<file path="src/rtl/mem_sdp_pkg.sv">
// Shared types and constants for the mem_sdp simple dual-port RAM.
// FSM state encoding and legal read-latency range.
package mem_sdp_pkg;

  typedef enum logic {
    INIT,
    RUN
  } state_t;

  localparam int RD_LAT_MIN = 1;
  localparam int RD_LAT_MAX = 2;

  function automatic bit rd_lat_ok(int lat);
    return (lat >= RD_LAT_MIN) && (lat <= RD_LAT_MAX);
  endfunction

endpackage

</file>
<file path="src/rtl/mem_sdp_rdpipe.sv">
// Read-data delay line with valid tracking for mem_sdp.
// Each stage captures data only on valid, so output holds when idle.
module mem_sdp_rdpipe
  import mem_sdp_pkg::*;
#(
  parameter int DATA_W = 16,
  parameter int RD_LAT = 1
) (
  input  logic              clk,
  input  logic              rst,
  input  logic              in_valid,
  input  logic [DATA_W-1:0] in_data,
  output logic              out_valid,
  output logic [DATA_W-1:0] out_data
);

  if (!rd_lat_ok(RD_LAT)) begin : g_bad_lat
    $error("mem_sdp_rdpipe: RD_LAT must be 1 or 2");
  end

  logic [RD_LAT-1:0] vld;
  logic [DATA_W-1:0] dat [RD_LAT];

  // shift valid every cycle, advance data only behind a valid
  always_ff @(posedge clk) begin
    if (rst) begin
      vld <= '0;
      for (int i = 0; i < RD_LAT; i++) begin
        dat[i] <= '0;
      end
    end else begin
      vld[0] <= in_valid;
      if (in_valid) begin
        dat[0] <= in_data;
      end
      for (int i = 1; i < RD_LAT; i++) begin
        vld[i] <= vld[i-1];
        if (vld[i-1]) begin
          dat[i] <= dat[i-1];
        end
      end
    end
  end

  assign out_valid = vld[RD_LAT-1];
  assign out_data  = dat[RD_LAT-1];

endmodule

</file>
<file path="src/rtl/mem_sdp.sv">
// Simple dual-port RAM with power-on clear and registered read port.
// MEM_SDP_PARITY_EN adds a stored even-parity bit, par_inj and par_err.
module mem_sdp
  import mem_sdp_pkg::*;
#(
  parameter int DATA_W = 16,
  parameter int ADDR_W = 4,
  parameter int RD_LAT = 1,
  parameter int BYPASS = 1
) (
  input  logic              clk,
  input  logic              rst,
  input  logic              wr_en,
  input  logic [ADDR_W-1:0] addrw,
  input  logic [DATA_W-1:0] wdata,
  input  logic              rd_en,
  input  logic [ADDR_W-1:0] addrr,
`ifdef MEM_SDP_PARITY_EN
  input  logic              par_inj,
  output logic              par_err,
`endif
  output logic [DATA_W-1:0] rdata,
  output logic              rvalid,
  output logic              init_done
);

  localparam int DEPTH = 1 << ADDR_W;
`ifdef MEM_SDP_PARITY_EN
  localparam int MEM_W = DATA_W + 1;
`else
  localparam int MEM_W = DATA_W;
`endif

  state_t            state;
  state_t            state_nx;
  logic [ADDR_W-1:0] clr_cnt;
  logic [ADDR_W-1:0] clr_cnt_nx;
  logic              mem_we;
  logic [ADDR_W-1:0] mem_wa;
  logic [MEM_W-1:0]  mem_wd;
  logic [MEM_W-1:0]  wword;
  logic [MEM_W-1:0]  rd_word;
  logic [MEM_W-1:0]  pipe_out;
  logic              rd_acc;

  logic [MEM_W-1:0]  mem [DEPTH];

`ifdef MEM_SDP_PARITY_EN
  assign wword = {(^wdata) ^ par_inj, wdata};
`else
  assign wword = wdata;
`endif

  // FSM state and clear counter
  always_ff @(posedge clk) begin
    if (rst) begin
      state   <= INIT;
      clr_cnt <= '0;
    end else begin
      state   <= state_nx;
      clr_cnt <= clr_cnt_nx;
    end
  end

  // next state and array port steering
  always_comb begin
    state_nx   = state;
    clr_cnt_nx = clr_cnt;
    mem_we     = 1'b0;
    mem_wa     = addrw;
    mem_wd     = wword;
    rd_acc     = 1'b0;
    unique case (state)
      INIT: begin
        mem_we     = 1'b1;
        mem_wa     = clr_cnt;
        mem_wd     = '0;
        clr_cnt_nx = clr_cnt + 1'b1;
        if (&clr_cnt) begin
          state_nx = RUN;
        end
      end
      RUN: begin
        mem_we = wr_en;
        rd_acc = rd_en;
      end
      default: state_nx = INIT;
    endcase
    if (rst) begin
      mem_we = 1'b0;
      rd_acc = 1'b0;
    end
  end

  // storage array, never reset directly
  always_ff @(posedge clk) begin
    if (mem_we) begin
      mem[mem_wa] <= mem_wd;
    end
  end

  // same-address write forwards new data in write-first mode
  always_comb begin
    rd_word = mem[addrr];
    if ((BYPASS != 0) && wr_en && (addrw == addrr)) begin
      rd_word = wword;
    end
  end

  mem_sdp_rdpipe #(
    .DATA_W (MEM_W),
    .RD_LAT (RD_LAT)
  ) u_rdpipe (
    .clk       (clk),
    .rst       (rst),
    .in_valid  (rd_acc),
    .in_data   (rd_word),
    .out_valid (rvalid),
    .out_data  (pipe_out)
  );

  assign rdata     = pipe_out[DATA_W-1:0];
  assign init_done = (state == RUN);

`ifdef MEM_SDP_PARITY_EN
  assign par_err = rvalid & (^pipe_out);
`endif

endmodule

</file>
<file path="config.mk">
export PLATFORM = sky130hd
export DESIGN_NAME = mem_sdp
export DESIGN_NICKNAME = d
export VERILOG_FILES = /design/src/rtl/mem_sdp_pkg.sv /design/src/rtl/mem_sdp_rdpipe.sv /design/src/rtl/mem_sdp.sv
export SDC_FILE = /design/constraint.sdc
export NUM_CORES = 1
export LEC_CHECK = 0
export ABC_AREA = 1
export BUFFER_PORTS_ARGS = -buffer_cell sky130_fd_sc_hd__buf_2
export CORE_MARGIN = 4
export CORE_UTILIZATION = 45
export CTS_CLUSTER_DIAMETER = 100
export DETAILED_ROUTE_END_ITERATION = 8
export PLACE_DENSITY = 0.65
export SETUP_SLACK_MARGIN = 0.1
export SLEW_MARGIN = 10
export SYNTH_ARGS = -nofsm -noshare
export SYNTH_HDL_FRONTEND = slang
export SYNTH_SLANG_ARGS = --single-unit
</file>
<file path="constraint.sdc">
create_clock -name clk -period 2.8 [get_ports clk]
set_input_delay 0 -clock clk [delete_from_list [all_inputs] [get_ports clk]]
set_output_delay 0 -clock clk [all_outputs]
set_load 0.03 [all_outputs]
</file>
==> flow_metrics.tcl, run 1 <==
set metrics [dict create \
    cts_tree "built" \
    layout_commonest_cell "nand2_1" \
    root_buffer "clkbuf_16" \
    setup_tns_ps 0 \
    synth_area_leaders "edfxtp_1 (67%), nand2_1 (13%), nand3_1 (7.4%)" \
    grt_usage_pct 18.6 \
    power.switching_mw 1.92 \
    num_vias 8171 \
    worstPathMaxFanout 9 \
    gp_congestion 0.852 \
    cts_max_level 1 \
    critPathBufInv 2 \
    critPathRequiredTime_ps 3040 \
    numCtsBuffers 28 \
    worstHoldStart "addrr[2]" \
    gr-total-overflow 0 \
    power_density_nw_per_um2 653 \
    max_cap_violations 0 \
    endpoint_kind "flip-flop" \
    ios 46 \
    clkTransAtPathRegs_ps 60 \
    grt_pass1_vias 7810 \
    synth_warnings 0 \
    crit_path_max_incr_delay_ps 480 \
    sw_frac_of_total_pct 21.1 \
    synth_top_area_share_pct 67.0 \
    setup_viol 0 \
    die_h_um 173 \
    syn-cell-area_um2 12200 \
    synth_area_per_cell_um2 10.2 \
    p_leak_nw 6.11 \
    drc_errors 0 \
    finish.cell_count_without_fillers 1617 \
    ant_nets 0 \
    final_net_count 1289 \
    vias_per_cell 5.05 \
    hpwlAfterDp_um 17000 \
    most-common-layout-cells "nand2_1 (428), edfxtp_1 (272), nand3_1 (181), inv_1 (170)" \
    clk_latency_ps 540 \
    max-vdd-ir-drop_mv 0.443 \
    dieArea_um2 29800 \
    ff2ff_setup_slack_ps 460 \
    fmax_ghz 0.427 \
    crit_family "simple AND/OR/NAND/NOR gates" \
    clk_path_buf_depth 3 \
    cp.arrival_ps 2580 \
    finalCritPeriodShare_pct 83.6 \
    synth_area_leader_cell "edfxtp_1" \
    dp_cells 1547 \
    drive_gt1_share_pct 10.7 \
    rr_worst_depth 6 \
    fin_skew_ps 9.04 \
    grt_pass1_wl_um 44200 \
    cts_sinks 278 \
    tightest_slew_ps 793 \
    wire_per_inst_um 17.3 \
    diodes 0 \
    drt-initial-drc-count 786 \
    drv_slew 0 \
    synth.net_count 1227 \
    initial_utilization_pct 46.3 \
    ys_seq_area_share_pct 68.0 \
    drt_first_pass_iters 5 \
    postSynthCellCount 1198 \
    period_minus_slack_ps 2340 \
    critPathKind "reg -> reg" \
    slew_headroom_pct 47.2 \
    finalHoldViolations 0 \
    die_x_um 173 \
    synth_cell_types 20 \
    fp.coreArea_um2 26400 \
    portBuffers 45 \
    startpoint_type "flip-flop" \
    cp_cell_sequence "inv_2 > or2_0 > o21ai_0 > nand3_1 > nor2_2 > buf_4" \
    timing.rr.start "init_done$_SDFF_PP0_" \
    hold_end "u_rdpipe.dat[0][3]$_SDFFCE_PN0P_" \
    cts_setup_buffers 0 \
    rsz0062_at_grt "false" \
    area_growth_syn_to_layout_pct 14.0 \
    worstHoldPathType "in -> reg" \
    antenna_found_initial 0 \
    status "finished, final reports clean" \
    p_int_mw 7.16 \
    seq_power_share_pct 50.4 \
    r2r-end "mem[5][3]$_DFFE_PP_" \
    holdPathStages 5 \
    grt_max_degree 65 \
    ys_ff_latch 278 \
    power_frac_clock_pct 43.8 \
    wirelength_um 28000 \
    cpMaxStageDelayCell "dfxtp_1" \
    num_rows 59 \
    p_comb_share_pct 5.8 \
]
[flip-flops by register name, summed over array words and instances (netlist names)]
name and cells:
clr_cnt 4, init_done 1, mem 256, u_rdpipe.dat 16, u_rdpipe.out_valid 1
[metrics by stage]
stage	area (µm²)	worst slack (ps)	utilization (%)	hold WS [ps]	total power [mW]
after floorplan	12200	441	-	69.1	5.01
after global placement	12700	608	48.3	285	5.17
after detailed placement	12700	505	48.3	286	5.17
after CTS	13900	479	52.8	159	9.12
after global routing	13900	276	52.8	222	9.37
final	13900	461	52.8	175	9.08
[worst max path at each step]
stage	from	end	slack [ps]	depth (start not counted)
final	init_done$_SDFF_PP0_	mem[5][3]$_DFFE_PP_	460	6
after global routing	init_done$_SDFF_PP0_	mem[5][9]$_DFFE_PP_	280	6
after CTS	init_done$_SDFF_PP0_	mem[5][9]$_DFFE_PP_	480	6
after detailed placement	init_done$_SDFF_PP0_	mem[5][9]$_DFFE_PP_	510	6
after global placement	init_done$_SDFF_PP0_	mem[5][5]$_DFFE_PP_	610	6
after floorplan	init_done$_SDFF_PP0_	u_rdpipe.dat[0][0]$_SDFFCE_PN0P_	440	2
[layout make-up]
class	instances	area, µm²
clock buffers	33	741
clock inverters	19	250
fillers	2237	12500
inverters	175	659
multi-input cells	687	2900
flip-flops and latches	278	8290
well taps	335	419
repair buffers	90	648
[what timing repair did]
action,in CTS,in global routing
resized for setup,0,0
endpoints found under the hold margin,22,0
hold buffers,18,0
[power by group through the flow]
stage	Sequential [mW]	Combinational [mW]	Clock, mW
2_1_floorplan	4.68	0.332	0
3_3_place_gp	4.67	0.502	0
3_5_place_dp	4.67	0.505	0
4_1_cts	4.58	0.527	4.02
5_1_grt	4.58	0.586	4.21
6_report	4.58	0.528	3.98
[layer usage]
layer	wire length, µm	vias to the layer above	part of all wire, %	track usage [%]
met5	0	-	0	0
met4	453	0	1.6	4.19
met3	2080	38	7.4	2.84
met2	13000	319	46	30.0
met1	12500	3822	45	27.2
li1	-	3992	-	-
[logic make-up after synthesis]
| family | after synthesis | synth area share [%] |
|---|---|---|
| AND/OR/NAND/NOR | 672 | 22.7 |
| flip-flops | 278 | 68.0 |
| buffers and inverters | 233 | 8.61 |
| AO/OA/AOI/OAI | 13 | 0.533 |
| XOR/XNOR | 1 | 0.0718 |
| adder cells (fa/ha/maj) | 1 | 0.103 |
[cells in the mapped netlist, drive strengths merged]
cell type and count:
edfxtp 272, buf 52, ha 1, a21oi 5, nand3 182, xnor2 1
or2 1, inv 175, nor2 60, nand2 428, nor3 1, dfxtp 6
clkbuf 6, o21ai 8
[tightest hold or removal path: stages]
cell,delay (ps)
buf_2,240
nand3_1,140
nand3_1,70
nand2_1,60
inv_1,30
Power figures use the tool's default switching activity.
==> run 2: changes to the inputs <==
==> constraint.sdc (replaced) <==
create_clock -name clk -period 2.34 [get_ports clk]
set_input_delay 0 -clock clk [delete_from_list [all_inputs] [get_ports clk]]
set_output_delay 0 -clock clk [all_outputs]
set_load 0.03 [all_outputs]
==> run 2 against run 1 <==
Critical path depth is the same. Clock skew shrank 0.51 ps. Die area is the same. Sequential share of layout area shrank 0.65 points. Sequential cell count is the same. Critical path type unchanged. Largest power group unchanged.
==> flow_metrics.tcl, run 2 (same netlist as run 1, synthesis figures left out) <==
set metrics [dict create \
    dp_cells 1561 \
    r2r-end "mem[0][2]$_DFFE_PP_" \
    ant_nets 0 \
    clkTransAtPathRegs_ps 60 \
    worstHoldPathType "in -> reg" \
    worstPathMaxFanout 16 \
    ff2ff_setup_slack_ps 250 \
    clk_latency_ps 540 \
    clk_path_buf_depth 3 \
    numCtsBuffers 28 \
    dieArea_um2 29800 \
    rsz0062_at_grt "false" \
    gr-total-overflow 0 \
    rr_worst_depth 6 \
    initial_utilization_pct 46.3 \
    top_regs "mem: 256 flops, u_rdpipe.dat: 16 flops, clr_cnt: 4 flops" \
    drc_errors 0 \
    wirelength_um 30300 \
    cts_resized 0 \
    p_leak_nw 6.21 \
    total_power_mw 11.0 \
    gp_congestion 0.891 \
    hpwlAfterDp_um 18000 \
    cp.arrival_ps 2310 \
    portBuffers 45 \
    nFillCells 2235 \
    tightest_slew_ps 807 \
    fp.coreArea_um2 26400 \
    max_cap_violations 0 \
    diodes 0 \
    fin_skew_ps 8.53 \
    status "finished, final reports clean" \
    fmax_ghz 0.479 \
    antenna_found_initial 1 \
    drv_slew 0 \
    grt_pass1_vias 7887 \
    cp_cell_sequence "inv_2 > or2_0 > o21ai_0 > nand3_1 > nor2_2 > buf_4" \
    cts_sinks 278 \
    most-common-layout-cells "nand2_1 (428), edfxtp_1 (272), nand3_1 (181), inv_1 (170)" \
    die_h_um 173 \
    largest_reg_flops 256 \
    layout_commonest_cell "nand2_1" \
    largest-register "mem" \
    crit_family "simple AND/OR/NAND/NOR gates" \
    crit_path_max_incr_delay_ps 490 \
    drt-initial-drc-count 869 \
    grt_pass1_wl_um 46600 \
    critPathBufInv 2 \
    timing.rr.start "init_done$_SDFF_PP0_" \
    setup_viol 0 \
    hold_ws_ps 119 \
    max-vdd-ir-drop_mv 0.490 \
    die_x_um 173 \
    power_density_nw_per_um2 783 \
    cpMaxStageDelayCell "dfxtp_1" \
    cts_tree "built" \
    crit_start "init_done$_SDFF_PP0_" \
    grt_max_degree 130 \
    endpoint_kind "flip-flop" \
    grt_usage_pct 19.9 \
    critPathKind "reg -> reg" \
    cts_max_level 1 \
    wire_per_inst_um 18.6 \
    period_minus_slack_ps 2090 \
    final_net_count 1303 \
    slew_headroom_pct 46.2 \
    ios 46 \
    num_vias 8362 \
    vias_per_cell 5.13 \
    critPathRequiredTime_ps 2560 \
    finalCritPeriodShare_pct 89.2 \
    finalHoldViolations 0 \
    drive_gt1_share_pct 11.9 \
    area_growth_syn_to_layout_pct 15.3 \
    setup_tns_ps 0 \
    startpoint_type "flip-flop" \
    cp-endpoint "mem[0][2]$_DFFE_PP_" \
    finish.cell_count_without_fillers 1631 \
    root_buffer "clkbuf_16" \
    drt_first_pass_iters 5 \
    worst-path-stages 6 \
    num_rows 59 \
]
run 2: changes by cell type in the layout (fill, tap and decap cells not counted), sizes merged:
cell	before	now
buf	72	86
bufinv	6	7
clkbuf	33	32
clkinvlp	2	3
inv	176	175
run 2: report_power, final:
group | internal [mW] | switching (mW)
combinational | 0.195 | 0.449
sequential | 5.46 | 0.0176
clock | 3.02 | 1.86
run 2: final cells by class:
type	instances	area, µm²	area share [%]
Inverter	175	659	4.69
Clock inverter	20	278	1.98
Sequential cell	278	8290	59.0
Clock buffer	32	737	5.24
Timing Repair Buffer	104	778	5.54
Multi-Input combinational cell	687	2900	20.6
Tap cell	335	419	2.98
run 2: worst min-delay path by stage:
stage,startpoint,to,slack (ps),cells after the start
2_1_floorplan,rst,clr_cnt[0]$_SDFFE_PP0N_,70,1
3_3_place_gp,rst,init_done$_SDFF_PP0_,290,2
3_5_place_dp,rst,clr_cnt[0]$_SDFFE_PP0N_,290,2
4_1_cts,addrr[2],u_rdpipe.dat[0][15]$_SDFFCE_PN0P_,110,5
5_1_grt,addrr[2],u_rdpipe.dat[0][15]$_SDFFCE_PN0P_,150,5
6_report,addrr[2],u_rdpipe.dat[0][15]$_SDFFCE_PN0P_,120,5
run 2: metal layers:
metal  wire length [µm]  global-route usage [%]
met1              13600                    29.6
met4                798                    5.69
met2              13500                    30.7
met5                  0                       0
met3               2400                    3.12
run 2: through the flow:
| step | utilization [%] | setup slack, ps | area (µm²) |
|---|---|---|---|
| floorplan | - | 5.66 | 12200 |
| global placement | 48.8 | 349 | 12900 |
| detailed placement | 48.8 | 303 | 12900 |
| CTS | 53.3 | 295 | 14100 |
| global route | 53.3 | 133 | 14100 |
| finish | 53.3 | 252 | 14100 |
run 2: worst reg2reg max path, stage by stage (launching register included):
cell and delay (ps):
dfxtp_1 490, inv_2 160, or2_0 220, o21ai_0 150, nand3_1 300, nor2_2 150
buf_4 290
run 2: repair_timing:
action	in CTS	in global routing
endpoints found under the hold margin	22	0
buffers inserted	0	0
endpoints found under the setup margin	0	0
hold buffers	18	0
==> run 3: changes to the inputs <==
--- a/config.mk
+++ b/config.mk
@@ -8,12 +8,13 @@
 export ABC_AREA = 1
 export BUFFER_PORTS_ARGS = -buffer_cell sky130_fd_sc_hd__buf_2
 export CORE_MARGIN = 4
-export CORE_UTILIZATION = 45
+export CORE_UTILIZATION = 55
 export CTS_CLUSTER_DIAMETER = 100
 export DETAILED_ROUTE_END_ITERATION = 8
-export PLACE_DENSITY = 0.65
+export PLACE_DENSITY = 0.76
 export SETUP_SLACK_MARGIN = 0.1
 export SLEW_MARGIN = 10
 export SYNTH_ARGS = -nofsm -noshare
 export SYNTH_HDL_FRONTEND = slang
 export SYNTH_SLANG_ARGS = --single-unit
+export TNS_END_PERCENT = 1
==> run 3 against run 2 <==
Die area is 17% lower. Clock skew rose by 8.3 ps. Setup slack got worse by 97 ps. Fmax down 4.4%. Sequential cell count did not move. Cell count is 3.9% lower. Design area fell by 1.8%. Sequential share of layout area is 1.1 points higher. Sequential power about the same. Core utilization increased by 9.9 points. Critical path type unchanged. Critical endpoint is now mem[7][4]$_DFFE_PP_. Largest cell class unchanged.
==> flow_metrics.tcl, run 3 (same netlist as run 1, synthesis figures left out) <==
set metrics [dict create \
    die_x_um 157 \
    power_density_nw_per_um2 759 \
    setup_ws_ps 155 \
    place_ws_ps 175 \
    status "finished, final reports clean" \
    layout_commonest_cell "nand2_1" \
    rsz0062_at_grt "true" \
    largest_reg_flops 256 \
    clk_latency_ps 540 \
    wire_per_inst_um 19.4 \
    most-common-layout-cells "nand2_1 (428), edfxtp_1 (272), nand3_1 (181), inv_1 (170)" \
    fp.coreArea_um2 21800 \
    setup_tns_ps 0 \
    power.switching_mw 2.27 \
    max_cap_violations 0 \
    drv_slew 0 \
    startpoint_type "flip-flop" \
    dieArea_um2 24600 \
    die_h_um 157 \
    grt_usage_pct 24.9 \
    ios 46 \
    power_frac_clock_pct 41.5 \
    antenna_found_initial 0 \
    diodes 0 \
    setup_viol 0 \
    num_rows 54 \
    p_int_mw 8.21 \
    p_leak_nw 6.12 \
    num_vias 8556 \
    critPathKind "reg -> reg" \
    grt_max_degree 127 \
    drt-initial-drc-count 1121 \
    drive_gt1_share_pct 11.1 \
    gp_congestion 0.943 \
    drc_errors 0 \
    nFillCells 1610 \
    tightest_slew_ps 758 \
    cp.arrival_ps 2410 \
    holdPathStages 9 \
    worstHoldPathType "in -> reg" \
    numCtsBuffers 27 \
    crit_path_max_incr_delay_ps 540 \
    initial_utilization_pct 55.9 \
    ant_nets 0 \
    drt_first_pass_iters 5 \
    total_power_mw 10.5 \
    sw_frac_of_total_pct 21.6 \
    endpoint_kind "flip-flop" \
    largest-register "mem" \
    fin_skew_ps 16.8 \
    cts_max_level 1 \
    top_regs "mem: 256 flops, u_rdpipe.dat: 16 flops, clr_cnt: 4 flops" \
    rr_worst_depth 6 \
    cpMaxStageDelayCell "dfxtp_1" \
    vias_per_cell 5.46 \
    cts_setup_buffers 0 \
    grt_pass1_wl_um 46900 \
    critPathRequiredTime_ps 2570 \
    period_minus_slack_ps 2180 \
    worstPathMaxFanout 16 \
    gr-total-overflow 0 \
    clk_path_buf_depth 3 \
    clkTransAtPathRegs_ps 60 \
    p_comb_share_pct 6.2 \
    finalCritPeriodShare_pct 93.4 \
    grt_pass1_vias 8391 \
    cts_sinks 278 \
    hpwlAfterDp_um 19100 \
    area_growth_syn_to_layout_pct 13.2 \
    max-vdd-ir-drop_mv 0.508 \
    finalHoldViolations 0 \
    slew_headroom_pct 49.4 \
    cts_tree "built" \
    root_buffer "clkbuf_16" \
    fmax_ghz 0.458 \
    multiInputGateArea_um2 2900 \
    seq_power_share_pct 52.3 \
    final_net_count 1295 \
    ff_latch_area_um2 8290 \
    cp_cell_sequence "inv_2 > or2_0 > o21ai_0 > nand3_1 > nor2_2 > buf_4" \
    wirelength_um 30400 \
    portBuffers 45 \
]
run 3: cell types whose count changed in the layout (fill, tap and decap cells not counted):
cell / previous run / this run
nor2_2: 16 / 15
buf_4: 37 / 30
clkinvlp_4: 3 / 0
inv_6: 0 / 1
inv_4: 1 / 0
clkinv_2: 6 / 10
bufinv_16: 7 / 4
clkbuf_16: 29 / 27
nor2_4: 0 / 1
clkbuf_1: 3 / 5
run 3: worst max-delay path: cells and delay by family (launching register included):
| family | cells | cell delay [ps] |
|---|---|---|
| buffers and inverters | 2 | 440 |
| AO/OA/AOI/OAI | 1 | 160 |
| flip-flops | 1 | 540 |
| AND/OR/NAND/NOR | 3 | 730 |
run 3: layout make-up:
type	instances	area share [%]
clock buffers	32	5.03
flip-flops and latches	278	60.0
inverters	175	4.77
repair buffers	97	5.26
multi-input cells	687	21.0
clock inverters	18	1.37
well taps	280	2.54
run 3: power groups by stage:
stage	clock, mW	combinational (mW)	sequential, mW
floorplan	0	0.397	5.60
global placement	0	0.594	5.58
detailed placement	0	0.606	5.59
CTS	4.40	0.637	5.48
global route	4.62	0.703	5.48
finish	4.35	0.647	5.48
run 3: worst paths after layout:
kind / startpoint / to / slack [ps]
worst max register to register: init_done$_SDFF_PP0_ / mem[7][4]$_DFFE_PP_ / 160
worst max-delay path: init_done$_SDFF_PP0_ / mem[7][4]$_DFFE_PP_ / 160
worst min-delay path: addrr[0] / u_rdpipe.dat[0][2]$_SDFFCE_PN0P_ / 190
worst min register to register: clr_cnt[3]$_SDFFE_PP0N_ / clr_cnt[3]$_SDFFE_PP0N_ / 490
run 3: metrics by stage:
stage | cells | util [%] | hold WS (ps) | instance area (µm²)
after detailed placement | 1499 | 58.4 | 305 | 12700
after floorplan | 1198 | - | 69.1 | 12200
final | 1567 | 63.3 | 187 | 13800
after global routing | 1567 | 63.3 | 235 | 13800
after CTS | 1567 | 63.2 | 180 | 13800
after global placement | 1499 | 58.4 | 290 | 12700
run 3: what timing repair did:
action / CTS / global route
resized for setup: 0 / 1
hold endpoints to repair: 22 / 0
hold buffers: 18 / 0
endpoints found under the setup margin: 0 / 86
run 3: metal layers:
layer  global-route usage (%)  vias up  part of all wire, %
met5                        0        -                    0
met4                     10.5        0                  3.8
met3                     3.79       70                   10
met2                     38.7      483                   47
met1                     35.4     3992                   39
li1                         -     4011                    -
